<file path="config.mk">
export PLATFORM = sky130hd
export DESIGN_NAME = pwm_ramp_sequencer_flat
export DESIGN_NICKNAME = d
export VERILOG_FILES = /design/src/rtl/pwm_ramp_sequencer_if.sv /design/src/rtl/pwm_ramp_sequencer.sv /design/src/flat_wrapper.sv
export SDC_FILE = /design/constraint.sdc
export NUM_CORES = 1
export LEC_CHECK = 0
export ABC_AREA = 1
export ABC_CLOCK_PERIOD_IN_PS = 3200
export CAP_MARGIN = 20
export CORE_UTILIZATION = 30
export CTS_CLUSTER_SIZE = 20
export DETAILED_ROUTE_END_ITERATION = 16
export GPL_TIMING_DRIVEN = 0
export PLACE_DENSITY_LB_ADDON = 0.25
export SYNTH_ARGS = -nofsm -noshare
export SYNTH_HDL_FRONTEND = slang
export SYNTH_SLANG_ARGS = --single-unit
</file>
<file path="constraint.sdc">
create_clock -name clk -period 3.2 [get_ports clk]
set_clock_uncertainty 0.05 [all_clocks]
set_input_delay 0.48 -clock clk [delete_from_list [all_inputs] [get_ports clk]]
set_output_delay 0.48 -clock clk [all_outputs]
set_load 0.02 [all_outputs]
</file>
<file path="src/rtl/pwm_ramp_sequencer_if.sv">
// Command bus into the PWM ramp sequencer: valid/ready handshake carrying a
// target duty and a step rate.
interface pwm_ramp_sequencer_if #(
   parameter int DW = 8,
   parameter int RW = 8
);
   logic          cmd_valid;
   logic          cmd_ready;
   logic [DW-1:0] cmd_target;
   logic [RW-1:0] cmd_rate;

   modport master (
      output cmd_valid,
      output cmd_target,
      output cmd_rate,
      input  cmd_ready
   );

   modport slave (
      input  cmd_valid,
      input  cmd_target,
      input  cmd_rate,
      output cmd_ready
   );
endinterface

</file>
<file path="src/rtl/pwm_ramp_sequencer.sv">
// Queues ramp commands and slews the PWM duty one LSB per (rate+1) PWM periods,
// updating only on period boundaries so the comparator never sees a mid-period change.
module pwm_ramp_sequencer #(
   parameter int DW    = 8,
   parameter int RW    = 8,
   parameter int DEPTH = 4
) (
   input  logic                     clk,
   input  logic                     rst_n,
   input  logic                     ena,
   input  logic                     period_tick,
   input  logic                     abort,
   pwm_ramp_sequencer_if.slave      cmd,
   output logic [DW-1:0]            duty_out,
   output logic                     busy,
   output logic                     done,
   output logic [$clog2(DEPTH):0]   fifo_count
);

   localparam int AW = $clog2(DEPTH);
   localparam logic [AW:0] FULL_COUNT = (AW+1)'(DEPTH);

   localparam logic [1:0] IDLE = 2'd0;
   localparam logic [1:0] RAMP = 2'd1;
   localparam logic [1:0] DONE = 2'd2;

   logic [1:0]    state;
   logic [DW-1:0] tgt_mem  [DEPTH];
   logic [RW-1:0] rate_mem [DEPTH];
   logic [AW-1:0] wr_ptr;
   logic [AW-1:0] rd_ptr;
   logic [DW-1:0] tgt_r;
   logic [RW-1:0] rate_r;
   logic [RW-1:0] rc;
   logic          push;
   logic          pop;

   // Ready comes from the registered count only, so a same-cycle pop never frees a full slot.
   assign cmd.cmd_ready = (fifo_count != FULL_COUNT) && !abort;
   assign push          = cmd.cmd_valid && cmd.cmd_ready;
   assign pop           = !abort && ena && (state == IDLE) && (fifo_count != '0);

   assign busy = (state == RAMP) || (state == DONE);
   assign done = (state == DONE);

   always_ff @(posedge clk) begin
      if (push) begin
         tgt_mem[wr_ptr]  <= cmd.cmd_target;
         rate_mem[wr_ptr] <= cmd.cmd_rate;
      end
   end

   always_ff @(posedge clk or posedge rst_n) begin
      if (rst_n) begin
         wr_ptr     <= '0;
         rd_ptr     <= '0;
         fifo_count <= '0;
      end else if (abort) begin
         wr_ptr     <= '0;
         rd_ptr     <= '0;
         fifo_count <= '0;
      end else begin
         if (push) wr_ptr <= wr_ptr + AW'(1);
         if (pop)  rd_ptr <= rd_ptr + AW'(1);
         case ({push, pop})
            2'b10:   fifo_count <= fifo_count + (AW+1)'(1);
            2'b01:   fifo_count <= fifo_count - (AW+1)'(1);
            default: fifo_count <= fifo_count;
         endcase
      end
   end

   // Reaching the target is checked before any tick, so a zero-distance command
   // finishes without waiting for the PWM.
   always_ff @(posedge clk or posedge rst_n) begin
      if (rst_n) begin
         state    <= IDLE;
         duty_out <= '0;
         tgt_r    <= '0;
         rate_r   <= '0;
         rc       <= '0;
      end else if (abort) begin
         state <= IDLE;
         rc    <= '0;
      end else begin
         case (state)
            IDLE: begin
               if (pop) begin
                  tgt_r  <= tgt_mem[rd_ptr];
                  rate_r <= rate_mem[rd_ptr];
                  rc     <= '0;
                  state  <= RAMP;
               end
            end
            RAMP: begin
               if (duty_out == tgt_r) begin
                  state <= DONE;
               end else if (ena && period_tick) begin
                  if (rc == rate_r) begin
                     rc <= '0;
                     if (tgt_r > duty_out) duty_out <= duty_out + DW'(1);
                     else                  duty_out <= duty_out - DW'(1);
                  end else begin
                     rc <= rc + RW'(1);
                  end
               end
            end
            DONE:    state <= IDLE;
            default: state <= IDLE;
         endcase
      end
   end

endmodule

</file>
<file path="src/flat_wrapper.sv">
// flat-port wrapper written by rule: the top's interface ports become plain ports
module pwm_ramp_sequencer_flat 
#(
   parameter int DW    = 8,
   parameter int RW    = 8,
   parameter int DEPTH = 4
)
  (clk, rst_n, ena, period_tick, abort, duty_out, busy, done, fifo_count, cmd_cmd_valid, cmd_cmd_target, cmd_cmd_rate, cmd_cmd_ready);
  pwm_ramp_sequencer_if #(.DW(DW), .RW(RW)) cmd_i ();
  input  logic clk;
  input  logic rst_n;
  input  logic ena;
  input  logic period_tick;
  input  logic abort;
  output logic [DW-1:0] duty_out;
  output logic busy;
  output logic done;
  output logic [$clog2(DEPTH):0] fifo_count;
  input wire logic [$bits(cmd_i.cmd_valid)-1:0] cmd_cmd_valid;
  input wire logic [$bits(cmd_i.cmd_target)-1:0] cmd_cmd_target;
  input wire logic [$bits(cmd_i.cmd_rate)-1:0] cmd_cmd_rate;
  output wire logic [$bits(cmd_i.cmd_ready)-1:0] cmd_cmd_ready;
  assign cmd_i.cmd_valid = cmd_cmd_valid;
  assign cmd_i.cmd_target = cmd_cmd_target;
  assign cmd_i.cmd_rate = cmd_cmd_rate;
  assign cmd_cmd_ready = cmd_i.cmd_ready;
  pwm_ramp_sequencer #(.DW(DW), .RW(RW), .DEPTH(DEPTH)) u_core (.clk(clk), .rst_n(rst_n), .ena(ena), .period_tick(period_tick), .abort(abort), .cmd(cmd_i), .duty_out(duty_out), .busy(busy), .done(done), .fifo_count(fifo_count));
endmodule
</file>
==> results of run 1 <==
## stage by stage
step / hold WS [ns] / worst slack, ns / std cells / instance area (µm²)
after floorplan: 0.428 / 0.692 / 507 / 5050
after global placement: 0.460 / -0.0647 / 762 / 5680
after detailed placement: 0.455 / 0.368 / 767 / 5760
after CTS: 0.406 / 0.503 / 783 / 6040
after global routing: 0.432 / 0.216 / 783 / 6040
final: 0.394 / 0.523 / 783 / 6040
## report_power, final
part	switching, mW	total (mW)	internal (mW)
clock	0.501	1.06	0.556
sequential	0.135	1.78	1.65
combinational	0.883	1.44	0.558
## registers in the layout, summed over array words and instances (netlist names)
name and count:
u_core.duty_out 8, u_core.fifo_count 3, u_core.rate_mem 32, u_core.rate_r 8, u_core.rc 8, u_core.rd_ptr 2, u_core.state 2, u_core.tgt_mem 32
u_core.tgt_r 8, u_core.wr_ptr 2
## synthesized netlist by cell type
library cell	count
a21o_1	2
nor3_2	1
dfrtp_1	41
o21ai_0	50
nand2_4	1
xor2_1	4
nor2_4	1
ha_1	23
a21oi_1	9
buf_2	7
a21oi_4	1
buf_4	1
a31oi_1	12
nor2_1	80
fa_1	2
clkbuf_1	4
o22ai_1	6
buf_6	2
nand4_1	5
xnor2_1	5
nand2_1	84
nand2_2	6
nor2_2	2
inv_1	56
nand3_1	17
nand3_2	6
inv_2	5
and2_1	1
nor2_8	1
edfxtp_1	64
o21ai_1	6
a21oi_2	2
## cells by family after synthesis
logic type               Yosys count  share of synthesized area (%)
AO/OA/AOI/OAI                     88                           9.64
adder cells (fa/ha/maj)           25                           6.49
flip-flops                       105                           58.4
AND/OR/NAND/NOR                  205                           17.8
buffers and inverters             75                           6.12
XOR/XNOR                           9                           1.56
## worst reg2reg max path: stages (launching register included)
cell,delay [ns]
dfrtp_1,0.42
inv_1,0.08
ha_1,0.30
nand2_1,0.06
nand2_1,0.06
nand2_1,0.05
nand2_1,0.05
nand2_1,0.04
nand2_1,0.07
nand2_1,0.20
ha_1,0.42
a21oi_1,0.14
nand2_1,0.12
a21oi_1,0.20
inv_1,0.06
nand2_1,0.08
nand3_1,0.07
nand2_1,0.06
nand2_1,0.04
## worst paths after layout
path	from	endpoint	slack (ns)
min	rst_n	u_core.rate_r[7]$_DFFE_PP0P_	0.39
max reg2reg	u_core.duty_out[1]$_DFFE_PP0P_	u_core.duty_out[7]$_DFFE_PP0P_	0.52
min reg2reg	u_core.state[1]$_DFFE_PP0P_	u_core.state[1]$_DFFE_PP0P_	0.47
max in group asynchronous	rst_n	u_core.tgt_r[1]$_DFFE_PP0P_	2.23
min in group clk	u_core.state[1]$_DFFE_PP0P_	u_core.state[1]$_DFFE_PP0P_	0.47
max	u_core.duty_out[1]$_DFFE_PP0P_	u_core.duty_out[7]$_DFFE_PP0P_	0.52
## final cells by class
| type | count | area, µm² |
|---|---|---|
| Sequential cell | 105 | 2950 |
| Clock buffer | 11 | 243 |
| Buffer | 14 | 80.1 |
| Clock inverter | 5 | 38.8 |
| Inverter | 61 | 229 |
| Fill cell | 1610 | 10500 |
| Multi-Input combinational cell | 327 | 1800 |
| Timing Repair Buffer | 40 | 427 |
| Tap cell | 220 | 275 |
## routing by layer
layer  vias to the layer above  global-route usage, %  routed length [µm]
met1                      1705                   17.9                5180
met3                        16                   2.35                 357
li1                       1788                      -                   -
met2                        58                   22.9                5340
met4                         0                   6.78                 224
met5                         -                      0                   0
## cells in the final DEF (no fill, tap or decap), types with 2 or more instances in the layout
cell / count
a21oi_1: 9
fa_1: 2
buf_2: 7
buf_6: 3
xor2_1: 4
a21o_1: 2
inv_1: 55
dfrtp_1: 41
inv_2: 6
clkdlybuf4s50_1: 35
nand3_1: 17
o22ai_1: 6
nor2_1: 76
nand2_2: 6
buf_8: 3
o21ai_1: 6
ha_1: 23
nand4_1: 5
clkinv_4: 2
nor2_2: 6
nand3_2: 6
clkbuf_1: 5
xnor2_1: 5
clkbuf_16: 9
o21ai_0: 50
a21oi_2: 2
a31oi_1: 12
edfxtp_1: 64
inv_6: 2
nand2_1: 84
==> results.yml, run 1 <==
grt:
  grt_max_degree: 26
  grt.overflow.total: 0
  grt_pass1_wl_um: 18600
  antenna_found_initial: 0
  grt_pass1_vias: 3608
  grtUsageTotal_pct: 14.0
worst_setup_path:
  path_buf_inv: 2
  r2r_cells: 18
  critical-path-top-delay-family: "simple AND/OR/NAND/NOR gates"
  crit_required_ns: 3.40
  path_depth: 18
  path_cells: "inv_1 -> ha_1 -> nand2_1 -> nand2_1 -> nand2_1 -> nand2_1 -> nand2_1 -> nand2_1 -> nand2_1 -> ha_1 -> a21oi_1 -> nand2_1 -> a21oi_1 -> inv_1 -> nand2_1 -> nand3_1 -> nand2_1 -> nand2_1"
  cp_slowest_cell: "dfrtp_1"
  crit_type: "register to register"
  cp_slowest_stage_delay_ns: 0.42
  cp-end-kind: "register"
  cp.arrival_ns: 2.88
  cpMostUsedCell: "nand2_1"
  startpoint_type: "register"
  path_max_fanout: 8
route:
  wirelength_um: 11100
  drtIter0Drc: 148
  ant_nets: 0
  drc: 0
  dr.pass1.iters: 4
  vias: 3567
  routed_via_density: 4.56
  post_drt_wl_per_cell_um: 14.2
logic_synthesis:
  ys_seq_area_share_pct: 58.4
  syn_area_per_cell_um2: 9.96
  ys_warn_count: 0
  ys_types: 32
  syn_area_mm2: 0.00505
  synth_top_cell_by_area: "edfxtp_1"
  synth_top_area_share_pct: 38.0
  synthCells: 507
  synth.net_count: 554
  synth_area_leaders: "edfxtp_1 38%, dfrtp_1 20%, nand2_1 6.2%"
  ys_ff_latch: 105
timing:
  report.final.slew_viol_count: 0
  fin_crit_sh_pct: 83.7
  max_freq_mhz: 374
  min_period_ns: 2.68
  slew_headroom_pct: 58.1
  fin_tns_setup_ns: 0
  tightest_slew_ns: 0.629
  finalHoldViolations: 0
  setup_viol: 0
  rsz0062_at_grt: "false"
placed_design:
  hpwlAfterDp_um: 7940
  place.gp.congestion: 0.802
  io_buffers: 35
clock_network:
  ctsRootBufferMaster: "clkbuf_16"
  cts_tree: "yes"
  clock-sinks: 105
  h-tree-depth: 3
  clk_pin_slew_ns: 0.07
  cts_setup_buffers: 0
  hold_buffers: 0
  numCtsBuffers: 9
  clk_latency_ns: 0.35
  ctsResizeCount: 0
  cts.path.max_buffers: 2
job:
  maxCapViolations: 0
floorplan:
  start_util_pct: 30.6
  io_pins: 36
  core_mm2: 0.0165
  dieWidth_um: 132
  fp.dieArea_mm2: 0.0174
  die_h_um: 132
  rows: 47
pwr:
  ir_worst_vdd_mv: 0.302
  leakagePower_nw: 2.51
  power_mw: 4.28
  powerDensity_mw_per_mm2: 708
finish:
  antenna_cells: 0
  synthToLayoutAreaGrowth_pct: 19.7
  finish.net_count: 605
  postLayoutCoreUtil_pct: 36.6
  drive_gt1_share_pct: 10.7
hold_path:
  hold_path_class: "primary input to async pin"
run_status:
  status: "completed"
No activity file was read; power rests on OpenSTA's default activity.
==> inputs of run 2 (changes only) <==
- ABC_CLOCK_PERIOD_IN_PS: 3200 -> 2800
- clock period: 3.2 -> 2.8 ns (I/O delays scaled with it)
==> run 2 against run 1 <==
  * Setup slack worse by 0.29 ns
  * Register-to-register slack worse by 0.29 ns
  * Clock power grew 14%
  * Non-clock buffer count stayed put
  * Sequential share of layout area is 0.34 points lower
==> results.yml, run 2 (same netlist as run 1, synthesis figures left out) <==
finish:
  drive_gt1_share_pct: 11.7
  postLayoutCoreUtil_pct: 36.9
  synthToLayoutAreaGrowth_pct: 20.6
  final_common_cell: "nand2_1"
  final_cell_mix: "83 x nand2_1, 76 x nor2_1, 64 x edfxtp_1"
  antenna_cells: 0
  instances_no_fill: 783
  finish.net_count: 605
  reg_top3: "u_core.rate_mem (32), u_core.tgt_mem (32)"
pwr:
  ir_worst_vdd_mv: 0.345
  pwr-share-seq_pct: 41.1
  p_int_mw: 3.19
  power_frac_comb_pct: 34.5
  power_mw: 4.95
  powerDensity_mw_per_mm2: 813
  leakagePower_nw: 2.50
  clkPwrFrac_pct: 24.4
  p_sw_mw: 1.76
  swShare_pct: 35.5
placed_design:
  place.gp.congestion: 0.802
  placed_cells: 767
  hpwlAfterDp_um: 7940
  io_buffers: 35
floorplan:
  die_h_um: 132
  start_util_pct: 30.6
  io_pins: 36
  core_mm2: 0.0165
  fp.dieArea_mm2: 0.0174
  dieWidth_um: 132
  rows: 47
clock_network:
  cts.path.max_buffers: 2
  ctsRootBufferMaster: "clkbuf_16"
  h-tree-depth: 3
  clk_pin_slew_ns: 0.07
  clk_latency_ns: 0.35
  numCtsBuffers: 9
  cts_tree: "yes"
  hold_buffers: 0
  clock-sinks: 105
route:
  post_drt_wl_per_cell_um: 14.3
  vias: 3596
  drtIter0Drc: 148
  wirelength_um: 11200
  ant_nets: 0
  dr.pass1.iters: 4
  drc: 0
  routed_via_density: 4.59
hold_path:
  hold_path_class: "primary input to async pin"
grt:
  grtUsageTotal_pct: 14.0
  grt.overflow.total: 0
  grt_pass1_wl_um: 18600
  grt_max_degree: 26
  antenna_found_initial: 0
  grt_pass1_vias: 3608
worst_setup_path:
  rrSetupSlack_ns: 0.23
  crit_required_ns: 3.00
  startpoint_type: "register"
  cp-end-kind: "register"
  cp.arrival_ns: 2.76
  crit_type: "register to register"
  path_max_fanout: 8
timing:
  slew_headroom_pct: 58.7
  max_freq_mhz: 390
  setup_viol: 0
  finalHoldViolations: 0
  min_period_ns: 2.57
  fin_crit_sh_pct: 91.6
  tightest_slew_ns: 0.619
  report.final.slew_viol_count: 0
job:
  maxCapViolations: 0
run_status:
  status: "completed"
run 2: cell counts in the layout (fill, tap and decap cells not counted):
No cell type changed its count.
run 2: metal layers:
layer / vias up / GRT usage (%) / routed length (µm)
met1: 1721 / 17.9 / 5240
li1: 1790 / - / -
met2: 67 / 22.9 / 5370
met5: - / 0 / 0
met3: 18 / 2.35 / 341
met4: 0 / 6.78 / 230
run 2: critical path, cell delays in order, from the launching register on:
cell,delay [ns]
dfrtp_1,0.47
inv_1,0.09
ha_1,0.29
nand2_1,0.06
nor2_2,0.11
nand2_1,0.06
nand2_1,0.12
nand2_4,0.13
ha_1,0.35
nand2_1,0.10
inv_1,0.05
nand2_1,0.06
nand2_1,0.05
a21oi_1,0.16
inv_1,0.06
nand2_1,0.08
nand3_1,0.07
nand2_1,0.06
nand2_1,0.04
run 2: cell type report:
| type | count | area, µm² |
|---|---|---|
| timing repair buffer | 40 | 427 |
| inverter | 61 | 229 |
| buffer | 14 | 80.1 |
| sequential | 105 | 2950 |
| multi-input combinational | 327 | 1850 |
| clock buffer | 11 | 243 |
| fill | 1607 | 10400 |
| clock inverter | 5 | 38.8 |
| tap | 220 | 275 |
run 2: what timing repair did:
action	CTS	global route
endpoints found under the setup margin	0	3
resized for setup	0	7
setup buffers	0	0
endpoints found under the hold margin	0	0
run 2: power by group through the flow:
stage,clock (mW),sequential [mW],combinational (mW)
floorplan,0,2.05,1.18
global route,1.29,2.06,1.96
finish,1.21,2.03,1.71
detailed placement,0,2.07,1.65
CTS,1.24,2.04,1.67
global placement,0,2.06,1.60
run 2: through the flow:
stage	hold WS (ns)	cell area [µm²]	worst slack [ns]	setup TNS, ns
2_1_floorplan	0.428	5050	0.292	0
6_report	0.334	6090	0.234	0
5_1_grt	0.372	6090	-0.00541	-0.00541
3_5_place_dp	0.455	5760	0.0281	0
4_1_cts	0.346	6040	0.103	0
3_3_place_gp	0.460	5680	-0.405	-24.53
run 2: path summary, 6_finish.rpt:
path                                           startpoint                              to  cells after the start
setup / recovery           u_core.duty_out[4]$_DFFE_PP0P_  u_core.duty_out[7]$_DFFE_PP0P_                     18
hold / removal                                      rst_n    u_core.rate_r[7]$_DFFE_PP0P_                      2
setup reg to reg           u_core.duty_out[4]$_DFFE_PP0P_  u_core.duty_out[7]$_DFFE_PP0P_                     18
hold reg to reg               u_core.state[1]$_DFFE_PP0P_     u_core.state[1]$_DFFE_PP0P_                      2
max in group asynchronous                           rst_n  u_core.duty_out[2]$_DFFE_PP0P_                      3
min in group clk              u_core.state[1]$_DFFE_PP0P_     u_core.state[1]$_DFFE_PP0P_                      2
==> inputs of run 3 (changes only) <==
- CORE_UTILIZATION: 30 -> 45
- DONT_BUFFER_PORTS: not set -> 1
==> run 3 against run 2 <==
  * Via count fell by 4.5%
  * Maximum frequency fell by 0.18%
  * Die area fell by 33%
  * Non-clock buffer count fell by 33
  * Flip-flop and latch count did not move
  * Setup slack got worse by 0.0047 ns
  * Clock-buffer cell count rose by 1
  * Cell area fell by 7.5%
  * First-iteration DRC count rose by 15%
  * Critical path type unchanged
  * Register-to-register slack barely moved
  * Sequential power barely moved
  * Largest power group unchanged
  * Global-route usage rose by 5.2 points
==> results.yml, run 3 (same netlist as run 1, synthesis figures left out) <==
clock_network:
  clk_latency_ns: 0.37
  clk_pin_slew_ns: 0.10
  clock-sinks: 105
  cts.path.max_buffers: 2
  numCtsBuffers: 9
  h-tree-depth: 3
  cts_tree: "yes"
  ctsRootBufferMaster: "clkbuf_8"
grt:
  grtUsageTotal_pct: 19.2
  grt_pass1_wl_um: 16800
  grt_max_degree: 37
  antenna_found_initial: 0
  grt_pass1_vias: 3368
  grt.overflow.total: 0
finish:
  final_cell_mix: "81 x nand2_1, 76 x nor2_1, 64 x edfxtp_1"
  reg_top3: "u_core.rate_mem (32), u_core.tgt_mem (32)"
  final_common_cell: "nand2_1"
  finish.net_count: 572
  antenna_cells: 0
  fin_area_mm2: 0.00563
  synthToLayoutAreaGrowth_pct: 11.5
  drive_gt1_share_pct: 14.7
placed_design:
  place_area_mm2: 0.00531
  hpwlAfterDp_um: 7210
  post-place-ws_ns: -0.0858
  io_buffers: 0
  place.gp.congestion: 0.803
timing:
  fin_crit_sh_pct: 91.8
  max_freq_mhz: 389
  setup_viol: 0
  report.final.slew_viol_count: 0
  tightest_slew_ns: 0.611
  slew_headroom_pct: 59.1
  worst_hold_slack_ns: 0.0898
  min_period_ns: 2.57
  final.setup.worst_slack_ns: 0.230
  finalHoldViolations: 0
  rsz0062_at_grt: "false"
floorplan:
  io_pins: 36
  die_h_um: 108
  start_util_pct: 46.4
  rows: 38
  core_mm2: 0.0109
  dieWidth_um: 108
  fp.dieArea_mm2: 0.0117
route:
  drtIter0Drc: 170
  ant_nets: 0
  vias: 3433
  wirelength_um: 10200
  dr.pass1.iters: 4
  post_drt_wl_per_cell_um: 15.3
  drc: 0
  routed_via_density: 5.12
worst_setup_path:
  crit_required_ns: 3.04
  path_max_fanout: 8
  r2r_cells: 15
  cp-end-kind: "register"
  startpoint_type: "register"
  crit_type: "register to register"
  cp.arrival_ns: 2.81
pwr:
  ir_worst_vdd_mv: 0.293
  powerDensity_mw_per_mm2: 835
  leakagePower_nw: 2.33
run_status:
  status: "completed"
hold_path:
  min_path_cells: 0
  hold_path_class: "primary input to register"
job:
  maxCapViolations: 0
-- run 3: critical path, cell delays in order, from the launching register on --
cell and delay, ns:
dfrtp_2 0.48, inv_2 0.08, ha_1 0.30, nand2_1 0.06
inv_1 0.05, nand2_1 0.04, nand2_1 0.06, nand2_1 0.06
nand2_2 0.09, nand2_4 0.13, buf_4 0.17, fa_1 0.43
nand4_1 0.12, nand3_1 0.09, and2_1 0.15, o21ai_1 0.12
-- run 3: final cells by class --
class | instances | area (µm²)
buffer | 14 | 80.1
clock buffer | 12 | 135
clock inverter | 4 | 76.3
fill | 976 | 5260
inverter | 61 | 229
multi-input combinational | 327 | 1890
sequential | 105 | 2960
tap | 140 | 175
timing repair buffer | 7 | 93.8
-- run 3: worst paths after layout --
check	from	to	slack, ns
setup / recovery	u_core.duty_out[3]$_DFFE_PP0P_	u_core.duty_out[6]$_DFFE_PP0P_	0.23
hold / removal	cmd_cmd_target[6]	u_core.tgt_mem[2][6]$_DFFE_PP_	0.09
setup reg to reg	u_core.duty_out[3]$_DFFE_PP0P_	u_core.duty_out[6]$_DFFE_PP0P_	0.23
hold reg to reg	u_core.state[1]$_DFFE_PP0P_	u_core.state[1]$_DFFE_PP0P_	0.49
max in group asynchronous	rst_n	u_core.duty_out[7]$_DFFE_PP0P_	1.91
min in group asynchronous	rst_n	u_core.duty_out[4]$_DFFE_PP0P_	0.33
-- run 3: power by group --
group          leakage [nW]  switching [mW]  total [mW]  internal, mW
Sequential             1.08           0.181        2.06          1.88
Clock                 0.101           0.505        1.01         0.509
Combinational          1.15           0.994        1.63         0.634
-- run 3: what timing repair did --
item | CTS | global route
endpoints found under the hold margin | 23 | 0
buffers inserted | 0 | 1
pin swaps | 0 | 1
endpoints found under the setup margin | 2 | 2
hold buffers | 1 | 0
gates resized for setup | 9 | 10
-- run 3: per-layer routing --
| metal | vias to the layer above | track usage (%) | part of all wire, % |
|---|---|---|---|
| met4 | 0 | 8.02 | 1.4 |
| met5 | - | 0 | 0 |
| met3 | 11 | 4.22 | 4.3 |
| li1 | 1722 | - | - |
| met2 | 72 | 32.1 | 49 |
| met1 | 1628 | 24.1 | 45 |
-- run 3: per-stage QoR --
stage                     TNS [ns]  power (mW)  utilization, %  cells
after floorplan                  0        3.22               -    507
after global placement           0        3.51            48.0    647
after detailed placement   -0.0858        3.58            48.8    652
after CTS                        0        4.62            51.0    669
after global routing             0        5.05            51.7    670
final                            0        4.70            51.7    670
